$ cat src/rtl/ddr2_frame_wr_rd.sv
// ddr2_frame_wr_rd
//   Avalon-MM master toward the DDR2 controller local interface. Packs 16-bit
//   samples four at a time into 64-bit words (first sample in [15:0]), writes
//   one frame of FRAME_WORDS words starting at BASE_ADDR, then issues
//   back-to-back single-word reads over the same frame so the read data comes
//   back to the downstream reader in address order.
//
//   Ports
//     phy_clk, reset_phy_clk_n      controller clock, async active-low reset
//     local_init_done, local_ready  controller calibration done / accept
//     start                         1-cycle pulse, begins one frame write+read
//     smp_data, smp_valid, smp_ready  sample stream handshake
//     local_address, local_write_req, local_read_req, local_burstbegin,
//     local_wdata, local_be, local_size   controller request bus
//     busy                          FSM not idle
//     frame_done                    1-cycle pulse after last read accepted
//
//   state | meaning
//   IDLE  | waiting for start with calibration done
//   FILL  | collecting four samples into the next word
//   WRITE | write request pending for word widx
//   READ  | read requests issued, one per accepted cycle
//   DONE  | frame_done pulse, then back to IDLE
module ddr2_frame_wr_rd #(
  parameter int ADDR_W      = 24,
  parameter int FRAME_WORDS = 1000,
  parameter int BASE_ADDR   = 0
) (
  input  logic              phy_clk,
  input  logic              reset_phy_clk_n,
  input  logic              local_init_done,
  input  logic              local_ready,
  input  logic              start,
  input  logic [15:0]       smp_data,
  input  logic              smp_valid,
  output logic              smp_ready,
  output logic [ADDR_W-1:0] local_address,
  output logic              local_write_req,
  output logic              local_read_req,
  output logic              local_burstbegin,
  output logic [63:0]       local_wdata,
  output logic [7:0]        local_be,
  output logic              local_size,
  output logic              busy,
  output logic              frame_done
);

  typedef enum logic [2:0] {IDLE, FILL, WRITE, READ, DONE} state_t;

  localparam int                WIDX_W    = (FRAME_WORDS > 1) ? $clog2(FRAME_WORDS) : 1;
  localparam logic [WIDX_W-1:0] LAST_WIDX = WIDX_W'(FRAME_WORDS - 1);
  localparam logic [ADDR_W-1:0] BASE      = ADDR_W'(BASE_ADDR);

  state_t            state;
  logic [1:0]        lane;
  logic [WIDX_W-1:0] widx;
  logic [47:0]       wbuf;   // lanes 0..2; lane 3 goes straight into local_wdata
  logic              active;

  assign active           = (state == FILL) || (state == WRITE) || (state == READ);
  assign local_burstbegin = local_write_req | local_read_req;
  assign local_be         = 8'hFF;
  assign local_size       = 1'b1;
  assign busy             = (state != IDLE);

  always_ff @(posedge phy_clk or negedge reset_phy_clk_n) begin
    if (!reset_phy_clk_n) begin
      state           <= IDLE;
      lane            <= '0;
      widx            <= '0;
      wbuf            <= '0;
      smp_ready       <= 1'b0;
      local_address   <= '0;
      local_write_req <= 1'b0;
      local_read_req  <= 1'b0;
      local_wdata     <= '0;
      frame_done      <= 1'b0;
    end else begin
      frame_done <= 1'b0;
      if (active && !local_init_done) begin
        // Calibration lost: abandon the frame, drop any pending request.
        state           <= IDLE;
        lane            <= '0;
        widx            <= '0;
        wbuf            <= '0;
        smp_ready       <= 1'b0;
        local_write_req <= 1'b0;
        local_read_req  <= 1'b0;
      end else begin
        case (state)
          IDLE: begin
            if (start && local_init_done) begin
              state     <= FILL;
              widx      <= '0;
              lane      <= '0;
              smp_ready <= 1'b1;
            end
          end
          FILL: begin
            if (smp_valid && smp_ready) begin
              lane <= lane + 2'd1;
              case (lane)
                2'd0: wbuf[15:0]  <= smp_data;
                2'd1: wbuf[31:16] <= smp_data;
                2'd2: wbuf[47:32] <= smp_data;
                default: begin
                  local_wdata     <= {smp_data, wbuf};
                  local_address   <= BASE + ADDR_W'(widx);
                  local_write_req <= 1'b1;
                  smp_ready       <= 1'b0;
                  state           <= WRITE;
                end
              endcase
            end
          end
          WRITE: begin
            if (local_ready) begin
              local_write_req <= 1'b0;
              if (widx == LAST_WIDX) begin
                state          <= READ;
                widx           <= '0;
                local_read_req <= 1'b1;
                local_address  <= BASE;
              end else begin
                widx      <= widx + WIDX_W'(1);
                state     <= FILL;
                smp_ready <= 1'b1;
              end
            end
          end
          READ: begin
            if (local_ready) begin
              if (widx == LAST_WIDX) begin
                local_read_req <= 1'b0;
                state          <= DONE;
                frame_done     <= 1'b1;
              end else begin
                widx          <= widx + WIDX_W'(1);
                local_address <= local_address + ADDR_W'(1);
              end
            end
          end
          DONE: state <= IDLE;
          default: state <= IDLE;
        endcase
      end
    end
  end

endmodule

$ cat config.mk
export PLATFORM = sky130hd
export DESIGN_NAME = ddr2_frame_wr_rd
export DESIGN_NICKNAME = d
export VERILOG_FILES = /design/src/rtl/ddr2_frame_wr_rd.sv
export SDC_FILE = /design/constraint.sdc
export NUM_CORES = 1
export LEC_CHECK = 0
export BUFFER_PORTS_ARGS = -buffer_cell sky130_fd_sc_hd__buf_2
export CAP_MARGIN = 20
export CORE_ASPECT_RATIO = 1.75
export CORE_MARGIN = 4
export CORE_UTILIZATION = 40
export CTS_BUF_LIST = sky130_fd_sc_hd__clkbuf_8
export DETAILED_ROUTE_END_ITERATION = 7
export PLACE_DENSITY = 0.58
export SYNTH_ARGS = -nofsm -noshare
export SYNTH_HDL_FRONTEND = slang
export SYNTH_SLANG_ARGS = --single-unit
$ cat constraint.sdc
create_clock -name phy_clk -period 2.9 [get_ports phy_clk]
set_input_delay 0.29 -clock phy_clk [delete_from_list [all_inputs] [get_ports phy_clk]]
set_output_delay 0.29 -clock phy_clk [all_outputs]
set_load 0.01 [all_outputs]
==> flow_summary.json, run 1 <==
{
  "core_area_um2": 17620,
  "crit_fanout": 20,
  "grt_usage_pct": 19.63,
  "synth_warnings": 0,
  "grt_max_degree": 74,
  "hpwl_mm": 14.19,
  "status": "finished clean",
  "synthTopCellsByArea": "dfrtp_1, mux2_2, a21oi_1",
  "drt_iter0_markers": 187,
  "netlist_area_um2": 7189,
  "ios": 125,
  "fin_total_pwr_uw": 5350,
  "min_period_ps": 2442,
  "pwr-share-seq_pct": 48.6,
  "whs_ps": 150.8,
  "finalSetupViolations": 0,
  "crit_top_cell": "o21ai_0",
  "htreeDepth": 4,
  "cts_resized": 0,
  "grt_pass1_wl_mm": 30.71,
  "start_kind": "flip-flop",
  "finish.utilization_pct": 47.68,
  "ir_drop_v": 0.0002697,
  "root_buffer": "clkbuf_8",
  "p_per_area_nw_per_um2": 636.9,
  "endpoint_kind": "flip-flop",
  "port_buffers": 115,
  "rows": 64,
  "dieWidth_um": 109.3,
  "pwr-share-comb_pct": 21.2,
  "area_growth_syn_to_layout_pct": 16.85,
  "cp.required_ps": 3190,
  "cp_cell_sequence": "and4bb_1 -> a21bo_2 -> nand4_1 -> o21ai_0 -> o21ai_0",
  "synth_area_leader_cell": "dfrtp_1",
  "synth_area_per_cell_um2": 10.59,
  "cts.clk_slew.worst_paths_ps": 90,
  "drt-vias-per-instance": 5.466,
  "cts_buffers": 17,
  "antenna_left": 0,
  "async_flop_share_pct": 100.0,
  "die-area_um2": 20270,
  "leakagePower_uw": 0.004119,
  "fmax_mhz": 409.5,
  "grt_overflow_total": 0,
  "timing.final.crit_share_pct": 84.21,
  "drc_errors": 0,
  "nets": 816,
  "antenna_cells": 0,
  "tns_ps": 0,
  "antenna_found_initial": 0,
  "path_class": "flip-flop to flip-flop",
  "syn_inst": 679,
  "routedWlPerCell_um": 18.56,
  "switching_share_pct": 31.73,
  "drive_gt1_share_pct": 30.54,
  "critical-path-max-stage-delay_ps": 580,
  "cts_sinks": 155,
  "place_area_um2": 8003,
  "cpMaxStageDelayCell": "dfrtp_1",
  "dieHeight_um": 185.4,
  "ys_seq_elements": 155,
  "critPathArrivalTime_ps": 2740,
  "intPower_uw": 3653,
  "power_switching_uw": 1697,
  "maxSlewHeadroom_pct": 55.05,
  "dr.pass1.iters": 4,
  "start_util_pct": 40.81,
  "fin_skew_ps": 19.03,
  "cts_setup_buffers": 0,
  "clock_power_share_pct": 30.2,
  "synth_cell_types": 65,
  "fin_area_um2": 8401,
  "synth_edf_count": 0,
  "worst_pin_slew_ps": 674.2,
  "maxCapViolCount": 0,
  "grt_pass1_vias": 5798,
  "slew_viol_final": 0,
  "wl_mm": 19.12,
  "worstSkewPairLatency_ps": 440,
  "critical-path-top-delay-family": "simple AND/OR/NAND/NOR gates",
  "cts_tree": "yes",
  "cts_buffer_depth": 2,
  "ys_seq_area_share_pct": 53.95,
  "gp_congestion": 0.8189,
  "netlist.area_leader.share_pct": 53.95,
  "rsz0062_at_grt": "no",
  "detailroute.via_count": 5630,
  "hold_path.class": "input port to flip-flop",
  "ys.flop_type": "dfrtp_1",
  "finalHoldViolCount": 0,
  "crit_buf_inv": 0
}
[per-stage QoR]
stage,setup slack (ps),cells
5_1_grt,94.27,1030
2_1_floorplan,927.3,687
3_5_place_dp,436.5,999
6_report,458.0,1030
4_1_cts,425.8,1030
3_3_place_gp,592.0,999
[registers in the layout, indices dropped and copies added, names as in the netlist]
| signal | count |
|---|---|
| local_wdata | 64 |
| wbuf | 48 |
| local_write_req | 1 |
| local_read_req | 1 |
| state | 3 |
| local_address | 24 |
| lane | 2 |
| widx | 10 |
| frame_done | 1 |
| smp_ready | 1 |
[final timing paths]
path,cells after the start,slack [ps],endpoint,startpoint
setup / recovery,5,460,local_address[4],state[1]
hold / removal,3,150,wbuf[42],smp_data[10]
setup reg to reg,5,460,local_address[4],state[1]
hold reg to reg,1,500,local_address[23],local_address[23]
max in group asynchronous,3,1630,local_wdata[24],reset_phy_clk_n
min in group asynchronous,2,440,local_wdata[46],reset_phy_clk_n
[cell type report]
type	instances	area, um2
Clock buffer	17	234.0
Clock inverter	13	153.9
Fill cell	1706	9216
Inverter	10	37.54
Multi-Input combinational cell	471	3063
Sequential cell	155	3879
Tap cell	231	289.0
Timing Repair Buffer	133	744.5
[kinds of logic after synthesis]
logic type / after synthesis / synth area share (%)
flip-flops: 155 / 53.95
adder cells (fa/ha/maj): 6 / 1.044
multiplexers: 69 / 10.74
AO/OA/AOI/OAI: 144 / 12.60
AND/OR/NAND/NOR: 239 / 17.07
XOR/XNOR: 4 / 0.4872
buffers and inverters: 61 / 4.055
other: 1 / 0.05216
[worst reg2reg max path, stage by stage, from the launching register on]
cell,delay [ps]
dfrtp_1,580
and4bb_1,460
a21bo_2,250
nand4_1,530
o21ai_0,350
o21ai_0,130
[synthesized netlist by cell type, types with 3 or more instances]
cell type	count
buf_4	11
or2_2	5
nand2b_1	5
ha_1	6
o31a_1	3
and2_1	4
a21oi_1	66
nand4b_1	3
o311ai_0	5
inv_1	10
o22ai_1	3
and3_1	7
nor4_1	8
mux2i_1	4
nand2_1	82
o31ai_1	8
o21ai_0	23
dfrtp_1	155
nor2b_1	4
nor3_1	11
o41ai_1	3
mux2_2	65
nor2_1	24
a21o_1	3
buf_2	16
nand3_1	60
clkbuf_1	22
nand4_1	7
a41oi_1	3
a31oi_1	6
xnor2_1	4
[routing by layer]
layer,up-vias,GRT usage [%],wire length [um]
li1,2647,-,-
met1,2806,21.24,7052
met2,145,35.99,10550
met3,32,3.767,823
met4,0,9.236,694
met5,-,0,0
[what timing repair did]
item | 4_1_cts | 5_1_grt
setup endpoints to repair | 0 | 0
hold buffers | 1 | 0
hold endpoints to repair | 70 | 0
[layout by cell type, fill, tap and decap left out, types with 5 or more instances in the layout]
cell type / Yosys / final
nand2b_1: 5 / 5
clkbuf_8: 0 / 17
buf_4: 11 / 15
nand3_1: 60 / 60
and3_1: 7 / 7
a21oi_1: 66 / 66
nor3_1: 11 / 10
nand2_1: 82 / 81
o21ai_0: 23 / 23
o311ai_0: 5 / 5
buf_2: 16 / 114
nor2_1: 24 / 24
inv_1: 10 / 12
dfrtp_1: 155 / 155
nand4_1: 7 / 7
ha_1: 6 / 6
a31oi_1: 6 / 6
or2_2: 5 / 5
conb_1: 1 / 9
mux2_2: 65 / 65
o31ai_1: 8 / 8
nor4_1: 8 / 8
[power by group through the flow]
stage | clock network, uW | logic [uW] | registers [uW]
floorplan | 0 | 738 | 2600
global placement | 0 | 1120 | 2640
detailed placement | 0 | 1150 | 2650
CTS | 1670 | 1150 | 2610
global route | 1760 | 1260 | 2640
finish | 1620 | 1130 | 2600
Power figures use the tool's default switching activity.
==> run 2, diff against run 1 <==
--- a/config.mk
+++ b/config.mk
@@ -5,6 +5,7 @@
 export SDC_FILE = /design/constraint.sdc
 export NUM_CORES = 1
 export LEC_CHECK = 0
+export ABC_AREA = 1
 export BUFFER_PORTS_ARGS = -buffer_cell sky130_fd_sc_hd__buf_2
 export CAP_MARGIN = 20
 export CORE_ASPECT_RATIO = 1.75
@@ -12,7 +13,7 @@
 export CORE_UTILIZATION = 40
 export CTS_BUF_LIST = sky130_fd_sc_hd__clkbuf_8
 export DETAILED_ROUTE_END_ITERATION = 7
-export PLACE_DENSITY = 0.58
+export PLACE_DENSITY = 0.6
 export SYNTH_ARGS = -nofsm -noshare
 export SYNTH_HDL_FRONTEND = slang
 export SYNTH_SLANG_ARGS = --single-unit
==> constraint.sdc (replaced) <==
create_clock -name phy_clk -period 2.13 [get_ports phy_clk]
set_input_delay 0.213 -clock phy_clk [delete_from_list [all_inputs] [get_ports phy_clk]]
set_output_delay 0.213 -clock phy_clk [all_outputs]
set_load 0.01 [all_outputs]
==> run 2 against run 1 <==
Maximum frequency rose by 25%. Non-clock buffer count grew 31. Critical path depth increased by 2. Die area is 6.5% higher. Final cell count increased by 30%. Worst hold slack lost 110 ps. Wire length increased by 5.2%. Clock power rose by 43%. Sequential share of layout area shrank 4.0 points. Largest cell class unchanged. Largest power group unchanged.
==> flow_summary.json, run 2 <==
{
  "status": "finished clean",
  "regArea_um2": 3879,
  "htreeDepth": 4,
  "crit_fanout": 13,
  "grt_usage_pct": 19.55,
  "worst_slack_ps": 173.4,
  "timing.final.crit_share_pct": 91.86,
  "drc_errors": 0,
  "top_regs": "local_wdata (64), wbuf (48), local_address (24)",
  "dieWidth_um": 112.8,
  "r2r_end": "local_wdata[49]",
  "cts_tree": "yes",
  "grt_overflow_total": 0,
  "synth_cell_types": 38,
  "start_kind": "flip-flop",
  "drt-vias-per-instance": 4.795,
  "setup.worst_path.start": "state[2]",
  "dr.pass1.iters": 4,
  "netlist_area_um2": 7690,
  "rsz0062_at_grt": "no",
  "start_util_pct": 41.02,
  "antenna_found_initial": 0,
  "grt_pass1_vias": 6514,
  "synth_edf_count": 0,
  "leakagePower_uw": 0.004772,
  "wl_mm": 20.12,
  "fillCellCount": 1855,
  "syn_inst": 942,
  "routedWlPerCell_um": 15.02,
  "grt_pass1_wl_mm": 32.87,
  "netlist.area_leader.share_pct": 50.44,
  "worstSetupEndpoint": "local_wdata[49]",
  "nets": 1116,
  "worstSkewPairLatency_ps": 460,
  "detailroute.via_count": 6421,
  "fmax_mhz": 511.1,
  "hold_path.class": "input port to flip-flop",
  "cts_sinks": 155,
  "wl_met3_um": 757,
  "synth_most_common_cell": "nand2_1",
  "die-area_um2": 21590,
  "wl_met2_mm": 11.02,
  "root_buffer": "clkbuf_8",
  "wl_met1_mm": 7.423,
  "ys_seq_elements": 155,
  "finalHoldViolCount": 0,
  "async_flop_share_pct": 100.0,
  "place_ws_ps": 170.5,
  "cts_buffers": 17,
  "worstReg2RegStart": "state[2]",
  "synth_warnings": 0,
  "area_growth_syn_to_layout_pct": 19.62,
  "multi_input_area_um2": 3073,
  "slew_viol_final": 0,
  "min_period_ps": 1957,
  "ios": 125,
  "place_area_um2": 8638,
  "cts.clk_slew.worst_paths_ps": 100,
  "top_register": "local_wdata",
  "drive_gt1_share_pct": 22.89,
  "path_class": "flip-flop to flip-flop",
  "synth_area_leader_cell": "dfrtp_1",
  "drt_iter0_markers": 378,
  "cts_setup_buffers": 0,
  "cts_buffer_depth": 2,
  "p_per_area_nw_per_um2": 962.3,
  "hpwl_mm": 15.18,
  "grt_max_degree": 49,
  "top_layer": "met4",
  "cp.required_ps": 2520,
  "antenna_left": 0,
  "r2r_slack_ps": 170,
  "rows": 66,
  "synthTopCellsByArea": "dfrtp_1, nand2_1, o21ai_2",
  "ys.flop_type": "dfrtp_1",
  "gp_congestion": 0.9260,
  "tns_ps": 0,
  "fin_skew_ps": 14.27,
  "synth_common_cells": "nand2_1, dfrtp_1, inv_1",
  "fin_area_um2": 9199,
  "rr_worst_depth": 7,
  "dieHeight_um": 191.4,
  "maxCapViolCount": 0,
  "finalSetupViolations": 0,
  "port_buffers": 115,
  "layout_commonest_cell": "nand2_1",
  "antenna_cells": 0,
  "largest_register_ffs": 64,
  "critPathArrivalTime_ps": 2340,
  "synth_area_per_cell_um2": 8.163,
  "core_area_um2": 18750,
  "ir_drop_v": 0.0004970,
  "final_cell_mix": "nand2_1, dfrtp_1, buf_2, inv_1, o21ai_0",
  "endpoint_kind": "flip-flop",
  "ys_seq_area_share_pct": 50.44
}
## run 2: changes by cell type after synthesis, moves of 48 or more
cell     before  now
a21oi_1      66    3
inv_1        10  113
mux2_2       65    0
nand2_1      82  299
o21ai_0      23   71
o21ai_2       0   51
## run 2: critical path, stage by stage (launching register included)
cell and delay (ps):
dfrtp_1 520, nor3_4 290, inv_2 80, nor2_2 200, nand3_4 270, buf_4 270
buf_4 150, o21ai_1 110
## run 2: cell type report
| type | instances | area share, % |
|---|---|---|
| Clock buffer | 17 | 2.544 |
| Clock inverter | 15 | 1.918 |
| Inverter | 117 | 4.774 |
| Multi-Input combinational cell | 633 | 33.41 |
| Sequential cell | 155 | 42.17 |
| Tap cell | 238 | 3.237 |
| Timing Repair Buffer | 164 | 11.96 |
## run 2: per-layer routing
| layer | vias up | global-route usage (%) |
|---|---|---|
| met5 | - | 0 |
| met4 | 0 | 10.32 |
| met3 | 41 | 3.833 |
| met2 | 154 | 36.89 |
| met1 | 2990 | 19.91 |
| li1 | 3236 | - |
## run 2: cell families after synthesis
family	after synthesis	share of synthesized area, %
compound gates	152	12.67
xor+xnor	9	1.025
fa+ha+maj	6	0.9762
buf+inv	162	10.12
flops	155	50.44
other cells	1	0.04877
simple gates	457	24.72
## run 2: where the power goes
group	internal, uW	total, uW	switching [uW]	leakage [uW]
registers	3500	3760	262	0.00209
logic	891	2790	1890	0.00248
clock network	1080	2310	1220	0.000202
## run 2: how the worst min path moves through the flow
stage / startpoint / endpoint / slack (ps) / cells past startpoint
finish: smp_data[14] / local_wdata[62] / 40 / 3
CTS: smp_data[13] / local_wdata[61] / 8 / 3
floorplan: reset_phy_clk_n / frame_done / -80 / 0
global placement: reset_phy_clk_n / local_wdata[2] / 140 / 1
global route: smp_data[14] / local_wdata[62] / 4 / 3
detailed placement: reset_phy_clk_n / local_wdata[1] / 140 / 1
## run 2: repair_timing
item,in CTS,in global routing
gates resized for setup,0,0
endpoints found under the setup margin,0,1
hold buffers,15,0
hold endpoints to repair,132,0
## run 2: per-stage QoR
step                      util, %  power (uW)  hold WS, ps  instances
after floorplan                 -        5594       -82.59        950
after global placement      46.08        6550        141.8       1292
after detailed placement    46.08        6607        138.8       1292
after CTS                   49.07        8998        8.416       1339
after global routing        49.07        9521        4.395       1339
final                       49.07        8852        41.78       1339
